--- src/rtl/ps2_kbd_wb.sv ---
// ps2_kbd_wb
//   PS/2 keyboard receiver with a Wishbone slave register interface.
//   Frames arriving on PS2C/PS2D are deserialised in the bus clock domain.
//   Each good scancode is pushed into a small FIFO, and the CPU pops codes
//   through the DATA word. Framing errors and overflow are reported through
//   two sticky flags in the STAT word.
//
//   Optional feature macro: KBD_IRQ_EN
//     When defined, an irq output is added. It is a registered (count != 0).
//
// Ports
//   clk    in   1   system/bus clock
//   reset  in   1   synchronous active-high reset
//   PS2C   in   1   PS/2 clock (asynchronous)
//   PS2D   in   1   PS/2 data (asynchronous)
//   stb    in   1   Wishbone strobe
//   we     in   1   Wishbone write enable
//   addr   in   32  byte address; only addr[2] is decoded
//   dat_i  in   32  write data
//   dat_o  out  32  registered read data
//   ack    out  1   Wishbone acknowledge
//   irq    out  1   FIFO non-empty interrupt (KBD_IRQ_EN only)
//
// Register map (addr[2])
//   0 DATA  read : {23'b0, valid, code[7:0]}; pops one entry when non-empty
//   1 STAT  read : {19'b0, count[4:0], 6'b0, OVF, FERR}
//           write: bit0 clears FERR, bit1 clears OVF
//
// Bus FSM
//   state  | meaning
//   IDLE   | waiting for stb; on stb the access is performed and dat_o latched
//   ACK    | ack high for exactly one cycle
//   WAIT   | access done; hold here until the master drops stb
module ps2_kbd_wb #(
    parameter int FIFO_AW     = 4,
    parameter int TIMEOUT_CYC = 2500
) (
    input  logic        clk,
    input  logic        reset,
    input  logic        PS2C,
    input  logic        PS2D,
    input  logic        stb,
    input  logic        we,
    input  logic [31:0] addr,
    input  logic [31:0] dat_i,
    output logic [31:0] dat_o,
    output logic        ack
`ifdef KBD_IRQ_EN
    ,
    output logic        irq
`endif
);

    localparam int DEPTH = 1 << FIFO_AW;
    localparam int TW    = $clog2(TIMEOUT_CYC + 1);
    localparam logic [TW-1:0]      TO_LOAD  = TW'(TIMEOUT_CYC);
    localparam logic [TW-1:0]      TO_ONE   = TW'(1);
    localparam logic [FIFO_AW:0]   FULL_CNT = (FIFO_AW + 1)'(DEPTH);

    localparam logic [1:0] S_IDLE = 2'd0;
    localparam logic [1:0] S_ACK  = 2'd1;
    localparam logic [1:0] S_WAIT = 2'd2;

    // ------------------------------------------------------------------
    // Input synchronisers. They reset to idle-high so that a reset
    // cannot manufacture a falling edge.
    // ------------------------------------------------------------------
    logic [2:0] r_c_s;
    logic [2:0] r_d_s;
    logic       w_fall;
    logic       w_bit;

    always_ff @(posedge clk) begin
        if (reset) begin
            r_c_s <= 3'b111;
            r_d_s <= 3'b111;
        end else begin
            r_c_s <= {r_c_s[1:0], PS2C};
            r_d_s <= {r_d_s[1:0], PS2D};
        end
    end

    assign w_fall = r_c_s[2] & ~r_c_s[1];
    assign w_bit  = r_d_s[2];

    // ------------------------------------------------------------------
    // Frame capture. r_shift collects start, d0..d7 and parity, with the
    // newest bit at the top. The stop bit is taken live on the 11th fall.
    // ------------------------------------------------------------------
    logic [3:0]    r_bitcnt;
    logic [9:0]    r_shift;
    logic [TW-1:0] r_to;
    logic          w_frame_done;
    logic          w_frame_ok;
    logic          w_timeout;

    assign w_frame_done = w_fall && (r_bitcnt == 4'd10);
    assign w_frame_ok   = ~r_shift[0] & w_bit & (^r_shift[9:1]);
    assign w_timeout    = !w_fall && (r_bitcnt != 4'd0) && (r_to == TO_ONE);

    always_ff @(posedge clk) begin
        if (reset) begin
            r_bitcnt <= 4'd0;
            r_shift  <= 10'd0;
            r_to     <= TO_LOAD;
        end else if (w_fall) begin
            r_shift  <= {w_bit, r_shift[9:1]};
            r_bitcnt <= w_frame_done ? 4'd0 : r_bitcnt + 4'd1;
            r_to     <= TO_LOAD;
        end else if (r_bitcnt != 4'd0) begin
            if (w_timeout) begin
                r_bitcnt <= 4'd0;
                r_to     <= TO_LOAD;
            end else begin
                r_to <= r_to - TO_ONE;
            end
        end
    end

    // ------------------------------------------------------------------
    // FIFO
    // ------------------------------------------------------------------
    logic [7:0]         r_mem [DEPTH];
    logic [FIFO_AW-1:0] r_wptr;
    logic [FIFO_AW-1:0] r_rptr;
    logic [FIFO_AW:0]   r_count;
    logic               w_full;
    logic               w_empty;
    logic               w_push;
    logic               w_pop;

    assign w_full  = (r_count == FULL_CNT);
    assign w_empty = (r_count == '0);
    assign w_push  = w_frame_done & w_frame_ok & ~w_full;

    always_ff @(posedge clk) begin
        if (w_push) begin
            r_mem[r_wptr] <= r_shift[8:1];
        end
    end

    always_ff @(posedge clk) begin
        if (reset) begin
            r_wptr  <= '0;
            r_rptr  <= '0;
            r_count <= '0;
        end else begin
            if (w_push) r_wptr <= r_wptr + 1'b1;
            if (w_pop)  r_rptr <= r_rptr + 1'b1;
            case ({w_push, w_pop})
                2'b10:   r_count <= r_count + 1'b1;
                2'b01:   r_count <= r_count - 1'b1;
                default: r_count <= r_count;
            endcase
        end
    end

    // ------------------------------------------------------------------
    // Bus access decode
    // ------------------------------------------------------------------
    logic [1:0]  r_state;
    logic        w_access;
    logic        w_sel_stat;
    logic        w_clr_ferr;
    logic        w_clr_ovf;
    logic        w_set_ferr;
    logic        w_set_ovf;
    logic        r_ferr;
    logic        r_ovf;
    logic [31:0] w_rd_data;

    // Only IDLE performs side effects, so a held strobe pops/clears once.
    assign w_access   = (r_state == S_IDLE) & stb;
    assign w_sel_stat = addr[2];
    assign w_pop      = w_access & ~we & ~w_sel_stat & ~w_empty;
    assign w_clr_ferr = w_access & we & w_sel_stat & dat_i[0];
    assign w_clr_ovf  = w_access & we & w_sel_stat & dat_i[1];
    assign w_set_ferr = (w_frame_done & ~w_frame_ok) | w_timeout;
    assign w_set_ovf  = w_frame_done & w_frame_ok & w_full;

    always_comb begin
        w_rd_data = 32'd0;
        if (w_sel_stat) begin
            w_rd_data = {19'd0, 5'(r_count), 6'd0, r_ovf, r_ferr};
        end else if (!w_empty) begin
            w_rd_data = {23'd0, 1'b1, r_mem[r_rptr]};
        end
    end

    // A set event in the same cycle as a clear keeps the flag high.
    always_ff @(posedge clk) begin
        if (reset) begin
            r_ferr <= 1'b0;
            r_ovf  <= 1'b0;
        end else begin
            r_ferr <= (r_ferr & ~w_clr_ferr) | w_set_ferr;
            r_ovf  <= (r_ovf & ~w_clr_ovf) | w_set_ovf;
        end
    end

    always_ff @(posedge clk) begin
        if (reset) begin
            r_state <= S_IDLE;
            ack     <= 1'b0;
            dat_o   <= 32'd0;
        end else begin
            case (r_state)
                S_IDLE: begin
                    if (stb) begin
                        if (!we) dat_o <= w_rd_data;
                        ack     <= 1'b1;
                        r_state <= S_ACK;
                    end
                end
                S_ACK: begin
                    ack     <= 1'b0;
                    r_state <= S_WAIT;
                end
                S_WAIT: begin
                    if (!stb) r_state <= S_IDLE;
                end
                default: begin
                    ack     <= 1'b0;
                    r_state <= S_IDLE;
                end
            endcase
        end
    end

`ifdef KBD_IRQ_EN
    logic r_irq;

    always_ff @(posedge clk) begin
        if (reset) r_irq <= 1'b0;
        else       r_irq <= (r_count != '0);
    end

    assign irq = r_irq;
`endif

    // Address and data bits outside the decoded fields are intentionally ignored.
    logic w_unused_ok;
    assign w_unused_ok = ^{addr[31:3], addr[1:0], dat_i[31:2]};

endmodule

--- config.mk ---
export PLATFORM = sky130hd
export DESIGN_NAME = ps2_kbd_wb
export DESIGN_NICKNAME = d
export VERILOG_FILES = /design/src/rtl/ps2_kbd_wb.sv
export SDC_FILE = /design/constraint.sdc
export NUM_CORES = 1
export LEC_CHECK = 0
export ABC_AREA = 0
export CAP_MARGIN = 20
export CORE_ASPECT_RATIO = 0.6
export CORE_UTILIZATION = 55
export CTS_CLUSTER_DIAMETER = 60
export DETAILED_ROUTE_END_ITERATION = 10
export PLACE_DENSITY = 0.79
export SYNTH_ARGS = -nofsm -noshare
export SYNTH_HDL_FRONTEND = slang
export SYNTH_SLANG_ARGS = --single-unit
--- constraint.sdc ---
create_clock -name clk -period 7 [get_ports clk]
set_input_delay 1.4 -clock clk [delete_from_list [all_inputs] [get_ports clk]]
set_output_delay 1.4 -clock clk [all_outputs]
set_load 0.02 [all_outputs]
==> summary.txt, run 1 <==
Synth
  – Number of flops mapped to enable cells by yosys: 128
  – Avg Inst Size Synth: 13.92 um^2
  – Yosys warns: 0
  – FF+latch count, synth: 195
  – Synth Instances: 575
  – Most common flop cell mapped by yosys: edfxtp_1
  – Synth cell types: 58
  – Sequential area share after synthesis: 0.6478
  – Ys async rst share: 0
  – Area of the mapped netlist: 0.008004 mm^2

Route
  – Vias/cell: 5.896
  – DR top layer: met4
  – Total number of vias: 4705
  – Met2 Routed Length: 7.345 mm
  – Residual DRC: 0
  – Routed met1 length: 6.880 mm
  – Total Wirelength: 15.79 mm
  – Starting DRT DRC Count: 517
  – Metal3 WL: 1.319 mm
  – Post-DRT Antenna Nets: 0
  – DR WL/cell: 19.78 um
  – Drt pass-1 iters: 5

Placement
  – Routability cong.: 0.7973
  – Port-buffer cells: 22
  – DP Area: 0.008318 mm^2
  – Place WS: 2.019 ns
  – HPWL Detailed: 10.26 mm

Floorplanning
  – Rows: 33
  – Die width: 157.7 um
  – Die height: 95.44 um
  – Io pins: 103
  – Full die area: 0.01505 mm^2
  – Core area: 0.01391 mm^2
  – Starting Density: 0.5752

Setup path
  – Worst Path Buf+Inv: 1
  – R2R setup slack: 3.16 ns
  – Reg2Reg Depth: 12
  – Worst-path cell chain: clkdlybuf4s50_1 > or4b_1 > a211oi_2 > ha_1 > xor2_1 > ha_1 > o21a_1 > o21a_1 > o21a_1 > or3_1 > a21oi_1
  – CP arrival: 4.94 ns
  – Most frequent CP cell: o21a_1
  – Critical Path End Type: register
  – CP max stage delay: 0.62 ns
  – Worst path slowest cell: or4b_1
  – Largest delay share family, worst path: compound AO/OA/AOI/OAI gates
  – Critical Path Start Type: primary input
  – Crit path launch: stb
  – Critical path type: in -> reg
  – Crit-path max FO: 8
  – R2r startpoint: r_shift[8]
  – Critical Path RT: 7.35 ns
  – FF-to-FF End: r_count[4]

Final layout
  – Most common cell after layout, fill and taps aside: edfxtp_1
  – Commonest cells after routing, fill and taps aside: edfxtp_1 (128), dfxtp_1 (65), nand2_1 (54), nor2_1 (41), mux4_2 (32)
  – FF+latch area: 0.005187 mm^2
  – Filler cells: 982
  – Final nets: 677
  – Footprint of the multi-input gates: 0.002585 mm^2
  – Share of cells above drive strength 1: 0.1452
  – P&R area growth vs syn: 11.11%
  – ANT cells: 0
  – Final Cell Area: 0.008894 mm^2

STA
  – Fin crit share: 0.6553
  – TNS Setup: 0 ns
  – WHS: 0.4122 ns
  – Slew margin rel.: 0.3728
  – Period minus WS final: 4.587 ns
  – RSZ-0062 raised after global routing: no
  – Pins Over Slew Limit: 0
  – Fmax: 218.0 MHz
  – PnR worst setup slack: 2.413 ns
  – Final Skew: 0.009359 ns
  – Worst-Margin Slew: 0.9409 ns
  – Final setup viols: 0
  – Final Hold Fails: 0

Global routing
  – Initial antenna violation count: 0
  – Number of global-route vias before repair: 4544
  – Overflow left after global routing: 0
  – Wire length of the first global-routing pass: 24.82 mm
  – Largest net degree at the start of global routing: 53
  – GRT Total Usage: 0.2307

Min path
  – HP Class: reg -> reg
  – Worst Hold Path EP: r_d_s[1]
  – Hold_sp: r_d_s[0]
  – Worst hold path cell count: 1

Status
  – Status: finished clean

Clock tree
  – CTS tree: built
  – Post-CTS Resized: 0
  – Htree depth: 4
  – Post-CTS Hold Buffers: 0
  – # clock sinks: 195
  – Longest Clk Path Bufs: 2
  – Cts bufs inserted: 17
  – Root Buffer: clkbuf_16
  – Worst-Skew Late Latency: 0.43 ns
  – Post-CTS Setup Bufs: 0
  – CTS clk-pin slew, worst paths: 0.07 ns

Power and ir drop
  – Leakage: 2.957 nW
  – Total power: 2.219 mW
  – Cell Pwr Density: 249.5 mW/mm^2
  – Maximum VDD drop: 0.1989 mV

Flow run
  – Max_cap viols: 0
[synthesized netlist by cell type, types with 9 or more instances]
library cell / n / area, um^2
ha_1: 14 / 175.2
nor2_1: 41 / 153.9
dfxtp_1: 67 / 1341
clkbuf_1: 19 / 71.32
nand2_1: 54 / 202.7
mux4_2: 32 / 720.7
inv_1: 12 / 45.04
o21ai_0: 12 / 60.06
xor2_1: 11 / 96.34
a21oi_1: 31 / 155.2
edfxtp_1: 128 / 3844
buf_4: 20 / 150.1
nor3_1: 9 / 45.04
nand3_1: 14 / 70.07
[routing by layer]
layer	up-vias	track usage
met3	26	0.06182
li1	2136	-
met2	205	0.3601
met1	2338	0.3157
met4	0	0.07767
met5	-	0
[cells by family (layout without fill, tap and decap cells)]
group           count (synthesis)  count (layout)  synth area share
other cells                     1              19         0.0004685
mux                            36              36           0.09520
fa+ha+maj                      14              14           0.02189
buf+inv                        59              72           0.03767
simple gates                  171             171            0.1076
xor+xnor                       21              21           0.02657
compound gates                 78              78           0.06284
flops                         195             195            0.6478
[sequential cells by signal, indices dropped and copies added, names as in the netlist, 4 cells and up, named ones only]
signal	count
r_bitcnt	4
r_rptr	4
r_wptr	4
r_to	12
r_count	5
r_shift	10
r_mem	128
dat_o	13
[worst max path at each step]
| stage | endpoint | slack [ns] | cells past startpoint |
|---|---|---|---|
| after floorplan | r_count[4] | 2.74 | 12 |
| after global placement | r_count[4] | 2.10 | 11 |
| after detailed placement | r_count[4] | 2.02 | 11 |
| after CTS | r_count[4] | 2.43 | 11 |
| after global routing | r_count[4] | 2.17 | 11 |
| final | r_count[4] | 2.41 | 11 |
[area by class of cell]
class                   count  share of cell area
clock buffers              20             0.05023
clock inverters            12             0.01449
inverters                  12            0.005065
multi-input cells         339              0.2907
flip-flops and latches    195              0.5833
well taps                 192             0.02701
repair buffers             28             0.02926
[metrics by stage]
step,instances,util
final,798,0.6392
after global routing,798,0.6392
after CTS,798,0.6392
after detailed placement,766,0.5978
after global placement,766,0.5978
after floorplan,593,-
[power by group]
| group | total, mW | internal, mW | leakage, nW | switching, mW |
|---|---|---|---|---|
| Clock | 0.952 | 0.537 | 0.279 | 0.415 |
| Sequential | 1.22 | 1.22 | 1.73 | 0.00427 |
| Combinational | 0.0469 | 0.0147 | 0.950 | 0.0322 |
Power figures use the tool's default switching activity.
==> inputs of run 2 (changes only) <==
--- a/config.mk
+++ b/config.mk
@@ -8,10 +8,10 @@
 export ABC_AREA = 0
 export CAP_MARGIN = 20
 export CORE_ASPECT_RATIO = 0.6
-export CORE_UTILIZATION = 55
+export CORE_UTILIZATION = 50
 export CTS_CLUSTER_DIAMETER = 60
 export DETAILED_ROUTE_END_ITERATION = 10
-export PLACE_DENSITY = 0.79
+export PLACE_DENSITY = 0.76
 export SYNTH_ARGS = -nofsm -noshare
 export SYNTH_HDL_FRONTEND = slang
 export SYNTH_SLANG_ARGS = --single-unit
==> constraint.sdc (replaced) <==
create_clock -name clk -period 3.9 [get_ports clk]
set_input_delay 0.78 -clock clk [delete_from_list [all_inputs] [get_ports clk]]
set_output_delay 0.78 -clock clk [all_outputs]
set_load 0.02 [all_outputs]
==> run 2 against run 1 <==
Combinational power rose by 82%. Sequential share of layout area fell by 0.81 points. Clock power rose by 75%. Critical path depth did not move. Largest power group unchanged. Final area rose by 1.4%. Sequential power rose by 80%. Register-to-register slack got worse by 2.5 ns. Highest routed layer unchanged. The run now ends with design-rule violations left. Worst setup slack got worse by 1.7 ns. Clock skew rose by 0.0051 ns. Routed wire length fell by 0.75%.
==> summary.txt, run 2 (synthesized netlist as in run 1, its figures left out) <==
Power and ir drop
  – Clock network power share: 0.424
  – Switch Pwr: 0.8864 mW
  – Total power: 3.946 mW
  – Share of power burned in registers: 0.554
  – Cell Pwr Density: 437.7 mW/mm^2
  – Leakage: 3.033 nW
  – Switching share of total power: 0.2246
  – Logic gate share of total power: 0.022
  – Pint: 3.060 mW
  – Maximum VDD drop: 0.3011 mV

Final layout
  – ANT cells: 0
  – Final std cells w/o fill: 824
  – P&R area growth vs syn: 12.65%
  – Commonest cells after routing, fill and taps aside: edfxtp_1 (128), dfxtp_1 (66), nand2_1 (54), nor2_1 (41), mux4_2 (32)
  – Final nets: 692
  – Share of cells above drive strength 1: 0.1675
  – Top reg by flops: r_mem
  – Number of flip-flops in the largest register: 128
  – Top flop regs: r_mem: 128 flops, dat_o: 13 flops, r_to: 12 flops
  – Most common cell after layout, fill and taps aside: edfxtp_1

STA
  – Fin crit share: 0.8291
  – Final Skew: 0.01441 ns
  – Pins Over Slew Limit: 0
  – RSZ-0062 raised after global routing: no
  – Final Hold Fails: 0
  – Slew margin rel.: 0.3966
  – Fmax: 309.3 MHz
  – Worst-Margin Slew: 0.9032 ns
  – WHS: 0.4097 ns
  – Final setup viols: 0
  – TNS Setup: 0 ns
  – Period minus WS final: 3.233 ns

Clock tree
  – Cts bufs inserted: 17
  – Longest Clk Path Bufs: 2
  – Htree depth: 4
  – Post-CTS Hold Buffers: 0
  – Worst-Skew Late Latency: 0.44 ns
  – CTS clk-pin slew, worst paths: 0.07 ns
  – CTS tree: built
  – Root Buffer: clkbuf_16
  – Post-CTS Setup Bufs: 0
  – # clock sinks: 195
  – Post-CTS Resized: 0

Floorplanning
  – Full die area: 0.01653 mm^2
  – Rows: 35
  – Die width: 165.3 um
  – Die height: 100.0 um
  – Starting Density: 0.5163
  – Io pins: 103
  – Core area: 0.01550 mm^2

Global routing
  – Initial antenna violation count: 0
  – Wire length of the first global-routing pass: 25.18 mm
  – Number of global-route vias before repair: 4759
  – Largest net degree at the start of global routing: 53
  – GRT Total Usage: 0.2073
  – Overflow left after global routing: 0

Placement
  – Port-buffer cells: 22
  – Dpl cells: 792
  – Routability cong.: 0.8186
  – HPWL Detailed: 10.47 mm

Route
  – Residual DRC: 9
  – Total Wirelength: 15.67 mm
  – Vias/cell: 5.644
  – Drt pass-1 iters: 7
  – Total number of vias: 4651
  – Post-DRT Antenna Nets: 0
  – Starting DRT DRC Count: 410
  – DR WL/cell: 19.01 um

Setup path
  – CP arrival: 3.59 ns
  – R2R setup slack: 0.70 ns
  – Crit-path max FO: 5
  – Critical path type: in -> reg
  – Critical Path End Type: register
  – Critical Path Start Type: primary input
  – Critical Path RT: 4.26 ns

Flow run
  – Max_cap viols: 0

Status
  – Failing checks: design-rule violations
  – Status: complete, but fails checks

Min path
  – HP Class: reg -> reg
run 2: cell count changes in the layout (fill, tap and decap cells not counted), moves of 2 or more:
cell,previous run,this run
clkinv_4,1,4
bufinv_16,2,0
buf_4,6,21
inv_8,0,3
clkinv_2,3,0
clkinv_8,0,2
run 2: path summary, 6_finish.rpt:
path                                   from    endpoint  cells after the start
worst max-delay path                    stb  r_count[4]                     11
worst min-delay path               r_d_s[0]    r_d_s[1]                      1
worst min register to register     r_d_s[0]    r_d_s[1]                      1
worst max register to register  r_bitcnt[0]  r_count[4]                     14
run 2: layer usage:
layer	vias to the layer above	wire length, um	GRT usage
met1	2317	7274	0.2910
met5	-	0	0
met3	18	1081	0.05702
met2	141	7133	0.3161
li1	2175	-	-
met4	0	178	0.06434
run 2: worst max-delay path, stage by stage:
cell	delay, ns
clkdlybuf4s50_1	0.54
or4b_1	0.50
a211oi_2	0.25
ha_1	0.23
xor2_1	0.08
ha_1	0.23
o21a_1	0.18
o21a_1	0.16
o21a_1	0.17
or3_1	0.34
a21oi_1	0.14
run 2: final cells by class:
type                    instances  area [um^2]
clock inverters                14        143.9
clock buffers                  18        429.2
fillers                      1174         6486
multi-input cells             339         2585
inverters                      12        45.04
flip-flops and latches        195         5186
well taps                     203        254.0
repair buffers                 43        372.9
run 2: power groups by stage:
stage          clock [mW]  sequential, mW  combinational (mW)
2_1_floorplan           0            2.23              0.0751
3_3_place_gp            0            2.23              0.0813
3_5_place_dp            0            2.23              0.0840
4_1_cts              1.69            2.19              0.0842
5_1_grt              1.78            2.19              0.0930
6_report             1.67            2.19              0.0852
run 2: through the flow:
| stage | worst slack, ns | util | cell area (um^2) |
|---|---|---|---|
| after floorplan | 0.2608 | - | 8071 |
| after global placement | 0.2737 | 0.5446 | 8443 |
| after detailed placement | 0.2300 | 0.5446 | 8443 |
| after CTS | 0.6731 | 0.5816 | 9016 |
| after global routing | 0.4627 | 0.5816 | 9016 |
| final | 0.6667 | 0.5816 | 9016 |
==> inputs of run 3 (changes only) <==
==> constraint.sdc (replaced) <==
create_clock -name clk -period 2.7 [get_ports clk]
set_input_delay 0.54 -clock clk [delete_from_list [all_inputs] [get_ports clk]]
set_output_delay 0.54 -clock clk [all_outputs]
set_load 0.02 [all_outputs]
==> run 3 against run 2 <==
The flow finishes with violations (design-rule violations, negative setup slack). First-iteration DRC count is 11% higher. Final area up 4.0%. Hold slack improved by 0.0060 ns. Sequential cell count stayed put. Via count rose by 5.4%. Final cell count increased by 4.2%. Count of clock-buffer cells in the layout down 1. Sequential share of layout area is 2.1 points lower.
==> summary.txt, run 3 (synthesized netlist as in run 1, its figures left out) <==
Status
  – Status: complete, but fails checks
  – Failing checks: design-rule violations, negative setup slack

Floorplanning
  – Rows: 35
  – Starting Density: 0.5163
  – Die height: 100.0 um
  – Full die area: 0.01653 mm^2
  – Core area: 0.01550 mm^2
  – Io pins: 103
  – Die width: 165.3 um

STA
  – Fin crit share: 1.058
  – Final setup viols: 1
  – Worst-Margin Slew: 0.7259 ns
  – Slew margin rel.: 0.5092
  – Final Skew: 0.01562 ns
  – Period minus WS final: 2.856 ns
  – TNS Setup: -0.1564 ns
  – RSZ-0062 raised after global routing: yes
  – Final Hold Fails: 0
  – PnR worst setup slack: -0.1564 ns
  – Fmax: 350.1 MHz
  – Pins Over Slew Limit: 0

Final layout
  – Filler cells: 1166
  – Final nets: 727
  – Top reg by flops: r_mem
  – Footprint of the multi-input gates: 0.002659 mm^2
  – Final Cell Area: 0.009376 mm^2
  – Fin util: 0.6048
  – Most common cell after layout, fill and taps aside: edfxtp_1
  – Commonest cells after routing, fill and taps aside: edfxtp_1 (128), dfxtp_1 (61), buf_4 (56), nand2_1 (53), nor2_1 (41)
  – Top flop regs: r_mem: 128 flops, dat_o: 13 flops, r_to: 12 flops
  – FF+latch area: 0.005192 mm^2
  – ANT cells: 0
  – Number of flip-flops in the largest register: 128
  – P&R area growth vs syn: 17.15%
  – Share of cells above drive strength 1: 0.2332

Setup path
  – R2R setup slack: -0.16 ns
  – Critical Path RT: 3.06 ns
  – CP max stage delay: 0.48 ns
  – Crit-path max FO: 3
  – Critical Path Start Type: register
  – FF-to-FF End: r_count[4]
  – Crit path launch: r_shift[8]
  – CP arrival: 3.22 ns
  – Critical path type: reg -> reg
  – R2r startpoint: r_shift[8]
  – Most frequent CP cell: o21a_1
  – Worst path slowest cell: xnor3_1
  – Critical Path End Type: register
  – Reg2Reg Depth: 12
  – Worst Setup EP: r_count[4]
  – Worst-path cell chain: xor2_1 > xnor3_1 > mux2_4 > nand2_4 > ha_4 > xor2_2 > ha_2 > o21a_1 > o21a_1 > o21a_1 > or3_1 > a21oi_1

Global routing
  – Grt met2 use: 0.3396
  – M1 GR Usage: 0.3155
  – GRT Total Usage: 0.2218
  – Number of global-route vias before repair: 4849
  – Top Usage Layer GRT: met2
  – Wire length of the first global-routing pass: 26.74 mm
  – Overflow left after global routing: 0
  – Largest net degree at the start of global routing: 37
  – Initial antenna violation count: 0
  – Met3 usage: 0.05083

Route
  – DR WL/cell: 19.95 um
  – Post-DRT Antenna Nets: 0
  – Total number of vias: 4902
  – Starting DRT DRC Count: 455
  – Total Wirelength: 17.14 mm
  – Vias/cell: 5.707
  – Drt pass-1 iters: 9
  – Residual DRC: 12

Min path
  – HP Class: reg -> reg

Power and ir drop
  – Leakage: 3.242 nW
  – Cell Pwr Density: 621.3 mW/mm^2
  – Maximum VDD drop: 0.4534 mV

Clock tree
  – Longest Clk Path Bufs: 2
  – Post-CTS Hold Buffers: 0
  – Root Buffer: clkbuf_16
  – Htree depth: 4
  – CTS tree: built
  – CTS clk-pin slew, worst paths: 0.08 ns
  – Cts bufs inserted: 17
  – # clock sinks: 195
  – Worst-Skew Late Latency: 0.43 ns

Placement
  – Routability cong.: 0.8180
  – Port-buffer cells: 22
  – HPWL Detailed: 11.13 mm
  – DP Area: 0.008722 mm^2

Flow run
  – Max_cap viols: 0
==> run 3: how the worst min path moves through the flow <==
stage / from / to / depth (start not counted)
after global routing: r_d_s[1] / r_d_s[2] / 1
after floorplan: r_c_s[0] / r_c_s[1] / 1
final: r_d_s[1] / r_d_s[2] / 1
after CTS: r_d_s[1] / r_d_s[2] / 1
after detailed placement: r_d_s[1] / r_d_s[2] / 1
after global placement: r_c_s[0] / r_c_s[1] / 1
==> run 3: final cells by class <==
class,instances,area share
flip-flops and latches,195,0.5538
multi-input cells,339,0.2836
repair buffers,78,0.06779
clock buffers,17,0.04537
well taps,203,0.02709
clock inverters,15,0.01761
inverters,12,0.004804
==> run 3: routing by layer <==
| layer | vias to the layer above | share of wire |
|---|---|---|
| li1 | 2232 | - |
| met1 | 2452 | 0.45 |
| met2 | 193 | 0.45 |
| met3 | 25 | 0.081 |
| met4 | 0 | 0.014 |
| met5 | - | 0 |
==> run 3: critical path, delay by kind of cell, from the launching register on <==
kind / cells / cell delay, ns
xor gates and xnor gates: 3 / 0.69
AOI/OAI and AO/OA: 4 / 0.65
and+or+nand+nor: 2 / 0.39
muxes: 1 / 0.36
DFF: 1 / 0.35
adders and majority gates: 2 / 0.34
==> run 3: repair_timing <==
action	4_1_cts	5_1_grt
pin swaps	3	2
resized for setup	8	3
setup buffers	1	0
endpoints found under the setup margin	3	3
==> run 3: power by group <==
| part | switching [mW] | internal, mW |
|---|---|---|
| clock network | 1.21 | 1.32 |
| registers | 0.00837 | 3.15 |
| logic | 0.0914 | 0.0510 |
==> run 3: through the flow <==
stage               hold slack, ns  setup WS (ns)  total power, mW  std cells
floorplan                   0.3895        -0.3783            3.337        593
global placement            0.3909        -0.5340            3.355        826
detailed placement          0.3960        -0.6021            3.362        826
CTS                         0.4147        -0.1625            5.845        859
global route                0.4392        -0.2000            5.983        859
finish                      0.4157        -0.1564            5.825        859
